## config.mk

```make
export PLATFORM = sky130hd
export DESIGN_NAME = wishbone_master_seq_flat
export DESIGN_NICKNAME = d
export VERILOG_FILES = /design/src/rtl/wishbone_master_seq_if.sv /design/src/rtl/wishbone_master_seq.sv /design/src/flat_wrapper.sv
export SDC_FILE = /design/constraint.sdc
export NUM_CORES = 1
export LEC_CHECK = 0
export BUFFER_PORTS_ARGS = -buffer_cell sky130_fd_sc_hd__buf_4
export CORE_MARGIN = 8
export CORE_UTILIZATION = 49
export DETAILED_ROUTE_END_ITERATION = 10
export MAX_ROUTING_LAYER = met4
export PLACE_DENSITY = 0.85
export SETUP_SLACK_MARGIN = 0.4
export SLEW_MARGIN = 20
export SYNTH_ARGS = -nofsm -noshare
export SYNTH_HDL_FRONTEND = slang
export SYNTH_SLANG_ARGS = --single-unit
```

## constraint.sdc

```tcl
create_clock -name clock -period 4.2 [get_ports clock]
set_input_delay 0.42 -clock clock [delete_from_list [all_inputs] [get_ports clock]]
set_output_delay 0.42 -clock clock [all_outputs]
set_load 0.02 [all_outputs]
```

## src/rtl/wishbone_master_seq_if.sv

```systemverilog
// rtl/wishbone_master_seq_if.sv - Wishbone classic bus bundle between wishbone_master_seq and its slave
interface wishbone_master_seq_if #(
    parameter int DATA_W = 64,
    parameter int ADR_W  = 8
);
    logic              cyc_o;
    logic              stb_o;
    logic              we_o;
    logic [ADR_W-1:0]  adr_o;
    logic [DATA_W-1:0] wb_data_o;
    logic              ack_i;
    logic              err_i;
    logic [DATA_W-1:0] wb_data_i;

    modport master (
        output cyc_o, stb_o, we_o, adr_o, wb_data_o,
        input  ack_i, err_i, wb_data_i
    );

    modport slave (
        input  cyc_o, stb_o, we_o, adr_o, wb_data_o,
        output ack_i, err_i, wb_data_i
    );
endinterface

```

## src/rtl/wishbone_master_seq.sv

```systemverilog
// rtl/wishbone_master_seq.sv - command-driven Wishbone classic master with bursts, bus error and ack timeout
module wishbone_master_seq #(
    parameter int DATA_W   = 64,
    parameter int ADR_W    = 8,
    parameter int LEN_W    = 4,
    parameter int ADR_STEP = 1,
    parameter int TIMEOUT  = 255
) (
    input  logic                 clock,
    input  logic                 reset,
    input  logic                 cmd_valid,
    output logic                 cmd_ready,
    input  logic                 cmd_we,
    input  logic [ADR_W-1:0]     cmd_adr,
    input  logic [LEN_W-1:0]     cmd_len,
    input  logic [DATA_W-1:0]    wr_data,
    input  logic                 wr_valid,
    output logic                 wr_ready,
    output logic [DATA_W-1:0]    rd_data,
    output logic                 rd_valid,
    output logic                 done,
    output logic                 err,
    wishbone_master_seq_if.master wb
);
    typedef enum logic [2:0] {
        S_IDLE,
        S_WDATA,
        S_REQ,
        S_GAP,
        S_DONE,
        S_ABORT
    } state_t;

    localparam int                TMO_W    = (TIMEOUT > 1) ? $clog2(TIMEOUT + 1) : 1;
    localparam logic [TMO_W-1:0]  TMO_LAST = TMO_W'((TIMEOUT > 0) ? TIMEOUT - 1 : 0);
    localparam bit                TMO_EN   = (TIMEOUT != 0);
    localparam logic [ADR_W-1:0]  ADR_INC  = ADR_W'(ADR_STEP);

    state_t              state_q, state_d;
    logic                we_q, we_d;
    logic [ADR_W-1:0]    adr_q, adr_d;
    logic [DATA_W-1:0]   wdat_q, wdat_d;
    logic [LEN_W-1:0]    beat_q, beat_d;
    logic [TMO_W-1:0]    tmo_q, tmo_d;
    logic [DATA_W-1:0]   rd_data_q, rd_data_d;
    logic                rd_valid_q, rd_valid_d;

    always_ff @(posedge clock) begin
        if (reset) begin
            state_q    <= S_IDLE;
            we_q       <= 1'b0;
            adr_q      <= '0;
            wdat_q     <= '0;
            beat_q     <= '0;
            tmo_q      <= '0;
            rd_data_q  <= '0;
            rd_valid_q <= 1'b0;
        end else begin
            state_q    <= state_d;
            we_q       <= we_d;
            adr_q      <= adr_d;
            wdat_q     <= wdat_d;
            beat_q     <= beat_d;
            tmo_q      <= tmo_d;
            rd_data_q  <= rd_data_d;
            rd_valid_q <= rd_valid_d;
        end
    end

    // beat_q counts remaining beats minus one, so zero marks the last beat
    always_comb begin
        state_d    = state_q;
        we_d       = we_q;
        adr_d      = adr_q;
        wdat_d     = wdat_q;
        beat_d     = beat_q;
        tmo_d      = '0;
        rd_data_d  = rd_data_q;
        rd_valid_d = 1'b0;
        unique case (state_q)
            S_IDLE: begin
                if (cmd_valid) begin
                    we_d    = cmd_we;
                    adr_d   = cmd_adr;
                    beat_d  = cmd_len;
                    state_d = cmd_we ? S_WDATA : S_REQ;
                end
            end
            S_WDATA: begin
                if (wr_valid) begin
                    wdat_d  = wr_data;
                    state_d = S_REQ;
                end
            end
            S_REQ: begin
                // a bus error outranks an ack presented in the same cycle
                if (wb.err_i) begin
                    state_d = S_ABORT;
                end else if (wb.ack_i) begin
                    if (!we_q) begin
                        rd_data_d  = wb.wb_data_i;
                        rd_valid_d = 1'b1;
                    end
                    if (beat_q == '0) begin
                        state_d = S_DONE;
                    end else begin
                        state_d = S_GAP;
                        adr_d   = adr_q + ADR_INC;
                        beat_d  = beat_q - LEN_W'(1);
                    end
                end else if (TMO_EN && (tmo_q == TMO_LAST)) begin
                    state_d = S_ABORT;
                end else begin
                    tmo_d = tmo_q + TMO_W'(1);
                end
            end
            S_GAP: begin
                state_d = we_q ? S_WDATA : S_REQ;
            end
            S_DONE, S_ABORT: begin
                state_d = S_IDLE;
            end
            default: begin
                state_d = S_IDLE;
            end
        endcase
    end

    assign cmd_ready    = (state_q == S_IDLE);
    assign wr_ready     = (state_q == S_WDATA);
    assign rd_data      = rd_data_q;
    assign rd_valid     = rd_valid_q;
    assign done         = (state_q == S_DONE) || (state_q == S_ABORT);
    assign err          = (state_q == S_ABORT);

    assign wb.cyc_o     = (state_q == S_WDATA) || (state_q == S_REQ) || (state_q == S_GAP);
    assign wb.stb_o     = (state_q == S_REQ);
    assign wb.we_o      = we_q;
    assign wb.adr_o     = adr_q;
    assign wb.wb_data_o = wdat_q;
endmodule

```

## src/flat_wrapper.sv

```systemverilog
// flat-port wrapper written by rule: the top's interface ports become plain ports
module wishbone_master_seq_flat 
#(
    parameter int DATA_W   = 64,
    parameter int ADR_W    = 8,
    parameter int LEN_W    = 4,
    parameter int ADR_STEP = 1,
    parameter int TIMEOUT  = 255
)
  (clock, reset, cmd_valid, cmd_ready, cmd_we, cmd_adr, cmd_len, wr_data, wr_valid, wr_ready, rd_data, rd_valid, done, err, wb_cyc_o, wb_stb_o, wb_we_o, wb_adr_o, wb_wb_data_o, wb_ack_i, wb_err_i, wb_wb_data_i);
  wishbone_master_seq_if #(.DATA_W(DATA_W), .ADR_W(ADR_W)) wb_i ();
  input  logic clock;
  input  logic reset;
  input  logic cmd_valid;
  output logic cmd_ready;
  input  logic cmd_we;
  input  logic [ADR_W-1:0] cmd_adr;
  input  logic [LEN_W-1:0] cmd_len;
  input  logic [DATA_W-1:0] wr_data;
  input  logic wr_valid;
  output logic wr_ready;
  output logic [DATA_W-1:0] rd_data;
  output logic rd_valid;
  output logic done;
  output logic err;
  output wire logic [$bits(wb_i.cyc_o)-1:0] wb_cyc_o;
  output wire logic [$bits(wb_i.stb_o)-1:0] wb_stb_o;
  output wire logic [$bits(wb_i.we_o)-1:0] wb_we_o;
  output wire logic [$bits(wb_i.adr_o)-1:0] wb_adr_o;
  output wire logic [$bits(wb_i.wb_data_o)-1:0] wb_wb_data_o;
  input wire logic [$bits(wb_i.ack_i)-1:0] wb_ack_i;
  input wire logic [$bits(wb_i.err_i)-1:0] wb_err_i;
  input wire logic [$bits(wb_i.wb_data_i)-1:0] wb_wb_data_i;
  assign wb_cyc_o = wb_i.cyc_o;
  assign wb_stb_o = wb_i.stb_o;
  assign wb_we_o = wb_i.we_o;
  assign wb_adr_o = wb_i.adr_o;
  assign wb_wb_data_o = wb_i.wb_data_o;
  assign wb_i.ack_i = wb_ack_i;
  assign wb_i.err_i = wb_err_i;
  assign wb_i.wb_data_i = wb_wb_data_i;
  wishbone_master_seq #(.DATA_W(DATA_W), .ADR_W(ADR_W), .LEN_W(LEN_W), .ADR_STEP(ADR_STEP), .TIMEOUT(TIMEOUT)) u_core (.clock(clock), .reset(reset), .cmd_valid(cmd_valid), .cmd_ready(cmd_ready), .cmd_we(cmd_we), .cmd_adr(cmd_adr), .cmd_len(cmd_len), .wr_data(wr_data), .wr_valid(wr_valid), .wr_ready(wr_ready), .rd_data(rd_data), .rd_valid(rd_valid), .done(done), .err(err), .wb(wb_i));
endmodule
```

After elaboration in Yosys (flattened, before gate mapping)
Cells that the tools add are included.

word-level totals
  register bits after elaboration = 153
  bits of input ports = 147
  word-level logic and storage cells = 60

operators by class
  add/subtract/negate cells = 3
  equal/unequal tests = 12
  muxes and demuxes = 20
  bitwise operators = 4
  reductions and logical operators = 13

operator list
  operator                                                count
  2-to-1 mux 8 bit                                        4
  2-to-1 mux 3 bit                                        6
  adder 8 x 1 -> 8 bit (second input constant)            2
  2-to-1 mux 4 bit                                        4
  case mux 8 bit (2 select lines)                         1
  case mux 3 bit (4 select lines)                         1
  equality test 8 bit (second input constant)             1
  inequality test 2 bit (second input constant)           4
  case mux 4 bit (2 select lines)                         1
  equality test 3 x 2 -> 1 bit (second input constant)    2
  equality test 3 bit (second input constant)             2
  AND reduction 5 bit                                     1
  OR reduction 5 bit                                      1
  logical NOT 4 bit                                       1
  2-to-1 mux 2 bit                                        2
  inequality test 4 x 1 -> 1 bit (second input constant)  1
  NOT 1 bit                                               4
  AND reduction 2 bit                                     2
  AND reduction 4 bit                                     1
  OR reduction 4 bit                                      1
  subtractor 4 x 1 -> 4 bit (second input constant)       1
  equality test 3 x 1 -> 1 bit (second input constant)    1
  logical NOT 3 bit                                       1
  logical OR 1 bit                                        3
  other kinds (4)                                         4

Logic depth before layout (Yosys ltp)
  depth in word-level cells = 5
  depth in mapped cells = 8
  depth with buffers taken out = 6

Least setup slack after synthesis
OpenSTA, ideal clock, no wires.

  kind = reg2reg
  start = register u_core.state_q[2]
  end = register u_core.wdat_q[0], in the netlist u_core.wb.wb_data_o[0]
  library setup time = 0.070 ns
  data arrival time = 1.915 ns
  setup slack = 2.215 ns
  stages on the path, launching flop included = 8
  period minus slack after synthesis = 1.985 ns
  path through = dfxtp_1 buf_6 nor3b_1 and2_1 clkbuf_1 buf_2 nand2_1 a21oi_1

on the way
  word-level cells in the longest chain between the ends = 2

ends and longest elaborated chain
  item                                  line                       RTL
  start: declaration                    wishbone_master_seq.sv:39  state_t state_q, state_d;
  start signal: assignment              wishbone_master_seq.sv:59  state_q <= state_d;
  equality test 3 x 1 -> 1 bit          n/a
  via wr_ready                          flat_wrapper.sv:21         output logic wr_ready;
  AND reduction 2 bit (no source line)  n/a
  end signal: assignment                wishbone_master_seq.sv:62  wdat_q <= wdat_d;
  end: declaration                      wishbone_master_seq.sv:42  logic [DATA_W-1:0] wdat_q, wdat_d;

The timed path passes the listed nets, and every way through them passes these cells.
A chain may end at the register's enable or synchronous reset.

Worst setup path in the final report
  start = register u_core.state_q[1]
  end = output port wb_stb_o

on the way
  word-level cells in the longest chain between the ends = 1

ends and longest elaborated chain
  item                          line                        RTL
  equality test 3 x 2 -> 1 bit  wishbone_master_seq.sv:137  assign wb.stb_o = (state_q == S_REQ);
  end: declaration              flat_wrapper.sv:27          output wire logic [$bits(wb_i.stb_o)-1:0] wb_stb_o;

Every way passes these cells.

==> results.json <==
{
  "fmax_ghz": 0.367,
  "syn-cell-area_mm2": 0.00581,
  "reg2regPathDepth": 5,
  "first_pass_iters": 4,
  "critical_path.startpoint": "u_core.state_q[1]",
  "crit_family": "buffers and inverters",
  "synth_edf_count": 0,
  "grt_pass1_vias": 5588,
  "multiInputGateArea_mm2": 0.00246,
  "path_depth": 3,
  "sw_frac_of_total_pct": 27.7,
  "ir_drop_uv": 334,
  "endpoint": "wb_stb_o",
  "grt_pass1_wl_mm": 28.3,
  "routedWlPerCell_um": 16.2,
  "async_flop_share_pct": 0,
  "netlist_instances": 727,
  "syn_nets": 878,
  "cts_tree": "built",
  "hold_viol": 0,
  "slew_headroom_pct": 29.5,
  "p_int_mw": 2.87,
  "seqPwrFrac_pct": 41.2,
  "cts_hold_buf": 0,
  "rsz0062_at_grt": "false",
  "synth.ff_latch_count": 153,
  "die_h_um": 125,
  "antenna_cells_inserted": 0,
  "drive_gt1_share_pct": 33.1,
  "p_per_area_mw_per_mm2": 465,
  "first_iter_violations": 432,
  "die_w_um": 125,
  "crit_arrival_ns": 2.30,
  "cp-end-kind": "output pin",
  "cpPeakStageDelay_ns": 0.67,
  "dp_hpwl_mm": 13.3,
  "cp_max_fo": 19,
  "synth_compound_area_share_pct": 16.2,
  "synth_top_family_by_area": "simple AND/OR/NAND/NOR gates",
  "ys.flop_type": "dfxtp_1",
  "worstSkewPairLatency_ns": 0.42,
  "status": "completed",
  "grt_overflow": 0,
  "htreeDepth": 4,
  "fin_tns_setup_ns": 0,
  "clk_pin_slew_ns": 0.06,
  "vias": 5831,
  "crit_type": "register to output pin",
  "slowest_stage": "or3b_1",
  "stdcell_area_mm2": 0.00853,
  "ant_nets": 0,
  "syn_area_per_cell_um2": 7.99,
  "path_buf_inv": 2,
  "antenna_found_initial": 0,
  "drc": 0,
  "synthMuxAreaShare_pct": 0.733,
  "cts_buffers": 17,
  "start_util_pct": 50.4,
  "postPlaceCellArea_mm2": 0.00794,
  "critPathLaunchType": "register",
  "yosysUniqueCellTypes": 48,
  "num_rows": 39,
  "cts_buffer_depth": 2,
  "vias_per_cell": 5.10,
  "cp_cell_sequence": "or3b_1 -> inv_1 -> buf_4",
  "seq_area_mm2": 0.00306,
  "yosysWarnings": 0,
  "finalCriticalPeriod_ns": 2.72,
  "grt_max_degree": 99,
  "setup_viol": 0,
  "period_share_pct": 64.8,
  "power_frac_clock_pct": 38.8,
  "pwr-share-comb_pct": 20.0,
  "core_area_mm2": 0.0115,
  "p_sw_mw": 1.10,
  "slew_violations": 0,
  "gp_congestion": 0.821,
  "grt_usage_pct": 23.2,
  "synth-simple-area-share_pct": 23.5,
  "hold_path.class": "primary input to register",
  "fin_nets": 1139,
  "finalClockSkew_ns": 0.00933,
  "critPathRequiredTime_ns": 3.78,
  "numPortBuffers": 290,
  "synthXorXnorAreaFrac_pct": 0.905,
  "die_area_mm2": 0.0156,
  "cts.sinks": 153,
  "wl_mm": 18.5,
  "r2r_end": "u_core.wb.adr_o[2]",
  "synthAdderAreaFrac_pct": 0.862,
  "leakage_nw": 3.60,
  "reg2reg_setup_slack_ns": 1.50,
  "r2r-start": "u_core.state_q[0]",
  "syn_to_final_growth_pct": 47.0,
  "io_pins": 291,
  "nFillCells": 902,
  "worst_pin_slew_ns": 1.05,
  "ys_seq_area_share_pct": 52.7,
  "maxCapViolCount": 0,
  "ctsResizeCount": 0,
  "cts-root-buf": "clkbuf_16",
  "postCtsSetupBuffers": 0
}
-- power by group through the flow --
stage          clock network (mW)  logic, mW  registers [mW]
2_1_floorplan                   0      0.372            1.74
3_3_place_gp                    0      0.779            1.66
3_5_place_dp                    0      0.791            1.66
4_1_cts                      1.57      0.796            1.63
5_1_grt                      1.62      0.857            1.64
6_report                     1.54      0.792            1.63
-- placed cells by master (no fill, tap or decap), types with 5 or more instances in the layout --
cell and count:
inv_1 6, nor2_1 20, nor3_1 7, nand3_1 6, buf_4 295, nand2_1 267, xor2_1 5, clkbuf_16 17
dfxtp_1 153, o21ai_0 5, a21oi_1 137
-- tightest hold or removal path, delay by kind of cell --
kind	cells	cell delay, ns
compound gates	1	0.05
buf+inv	1	0.11
simple gates	1	0.04
-- cell usage after synthesis (2+ instances only) --
cell type	count	share of area (%)
mux2_2	2	0.39
buf_2	16	1.4
ha_1	4	0.86
nor2_1	20	1.3
a211oi_1	3	0.39
o211ai_1	4	0.52
nor4_1	4	0.43
nor3b_1	2	0.26
buf_1	2	0.13
buf_6	7	1.4
a31oi_1	2	0.22
o21ai_0	6	0.52
nor3_1	7	0.60
nand3b_1	3	0.39
clkbuf_1	27	1.7
nand4_1	2	0.22
nor2b_1	2	0.22
o31ai_1	3	0.39
or3b_2	2	0.30
a32o_1	2	0.34
a21oi_1	137	12
nand2_1	268	17
a311oi_1	3	0.45
nand2b_1	3	0.32
nand3_1	6	0.52
xor2_1	5	0.75
inv_1	6	0.39
and2_1	5	0.54
and4_1	2	0.30
mux2i_1	2	0.34
dfxtp_1	153	53
-- registers in the layout, indices dropped and copies added (netlist names) --
name and cells:
u_core.wb.we_o 1, u_core.wb.adr_o 8, u_core.tmo_q 8, u_core.rd_data 64, u_core.state_q 3, u_core.wb.wb_data_o 64
u_core.beat_q 4, u_core.rd_valid 1
-- cell type report --
| class | count | area share, % |
|---|---|---|
| clock buffers | 24 | 5.64 |
| clock inverters | 8 | 1.38 |
| inverters | 6 | 0.264 |
| multi-input cells | 515 | 28.8 |
| flip-flops and latches | 153 | 35.9 |
| well taps | 143 | 2.10 |
| repair buffers | 295 | 25.9 |
-- cell families (layout without fill, tap and decap cells) --
family	count (synthesis)	in the layout
buffers and inverters	59	333
AND/OR/NAND/NOR	331	331
flip-flops	153	153
XOR/XNOR	6	6
multiplexers	4	4
AO/OA/AOI/OAI	170	170
adder cells (fa/ha/maj)	4	4
-- through the flow --
step / util [%] / instances / total power [mW] / hold slack [ns] / worst slack [ns]
after floorplan: - / 727 / 2.11 / 0.453 / 2.21
after global placement: 68.9 / 1112 / 2.43 / 0.442 / 1.48
after detailed placement: 68.9 / 1112 / 2.45 / 0.447 / 1.58
after CTS: 74.1 / 1144 / 3.99 / 0.231 / 1.50
after global routing: 74.1 / 1144 / 4.12 / 0.231 / 1.35
final: 74.1 / 1144 / 3.97 / 0.246 / 1.48
-- routing by layer --
| metal | share of wire [%] | vias to the layer above | track usage (%) |
|---|---|---|---|
| met5 | 0 | - | - |
| met1 | 40 | 2626 | 24.2 |
| met2 | 49 | 248 | 39.3 |
| met4 | 1.9 | 0 | 8.67 |
| met3 | 8.9 | 29 | 8.65 |
| li1 | - | 2928 | - |
-- worst min-delay path by stage --
| stage | startpoint | endpoint | slack, ns | cells past startpoint |
|---|---|---|---|---|
| after floorplan | u_core.tmo_q[0] | u_core.tmo_q[0] | 0.45 | 1 |
| after global placement | u_core.wb.wb_data_o[27] | u_core.wb.wb_data_o[27] | 0.44 | 2 |
| after detailed placement | u_core.wb.wb_data_o[18] | u_core.wb.wb_data_o[18] | 0.45 | 2 |
| after CTS | wr_data[24] | u_core.wb.wb_data_o[24] | 0.23 | 3 |
| after global routing | wr_data[23] | u_core.wb.wb_data_o[23] | 0.23 | 3 |
| final | wr_data[32] | u_core.wb.wb_data_o[32] | 0.25 | 3 |
(Power assumes the default switching activity.)
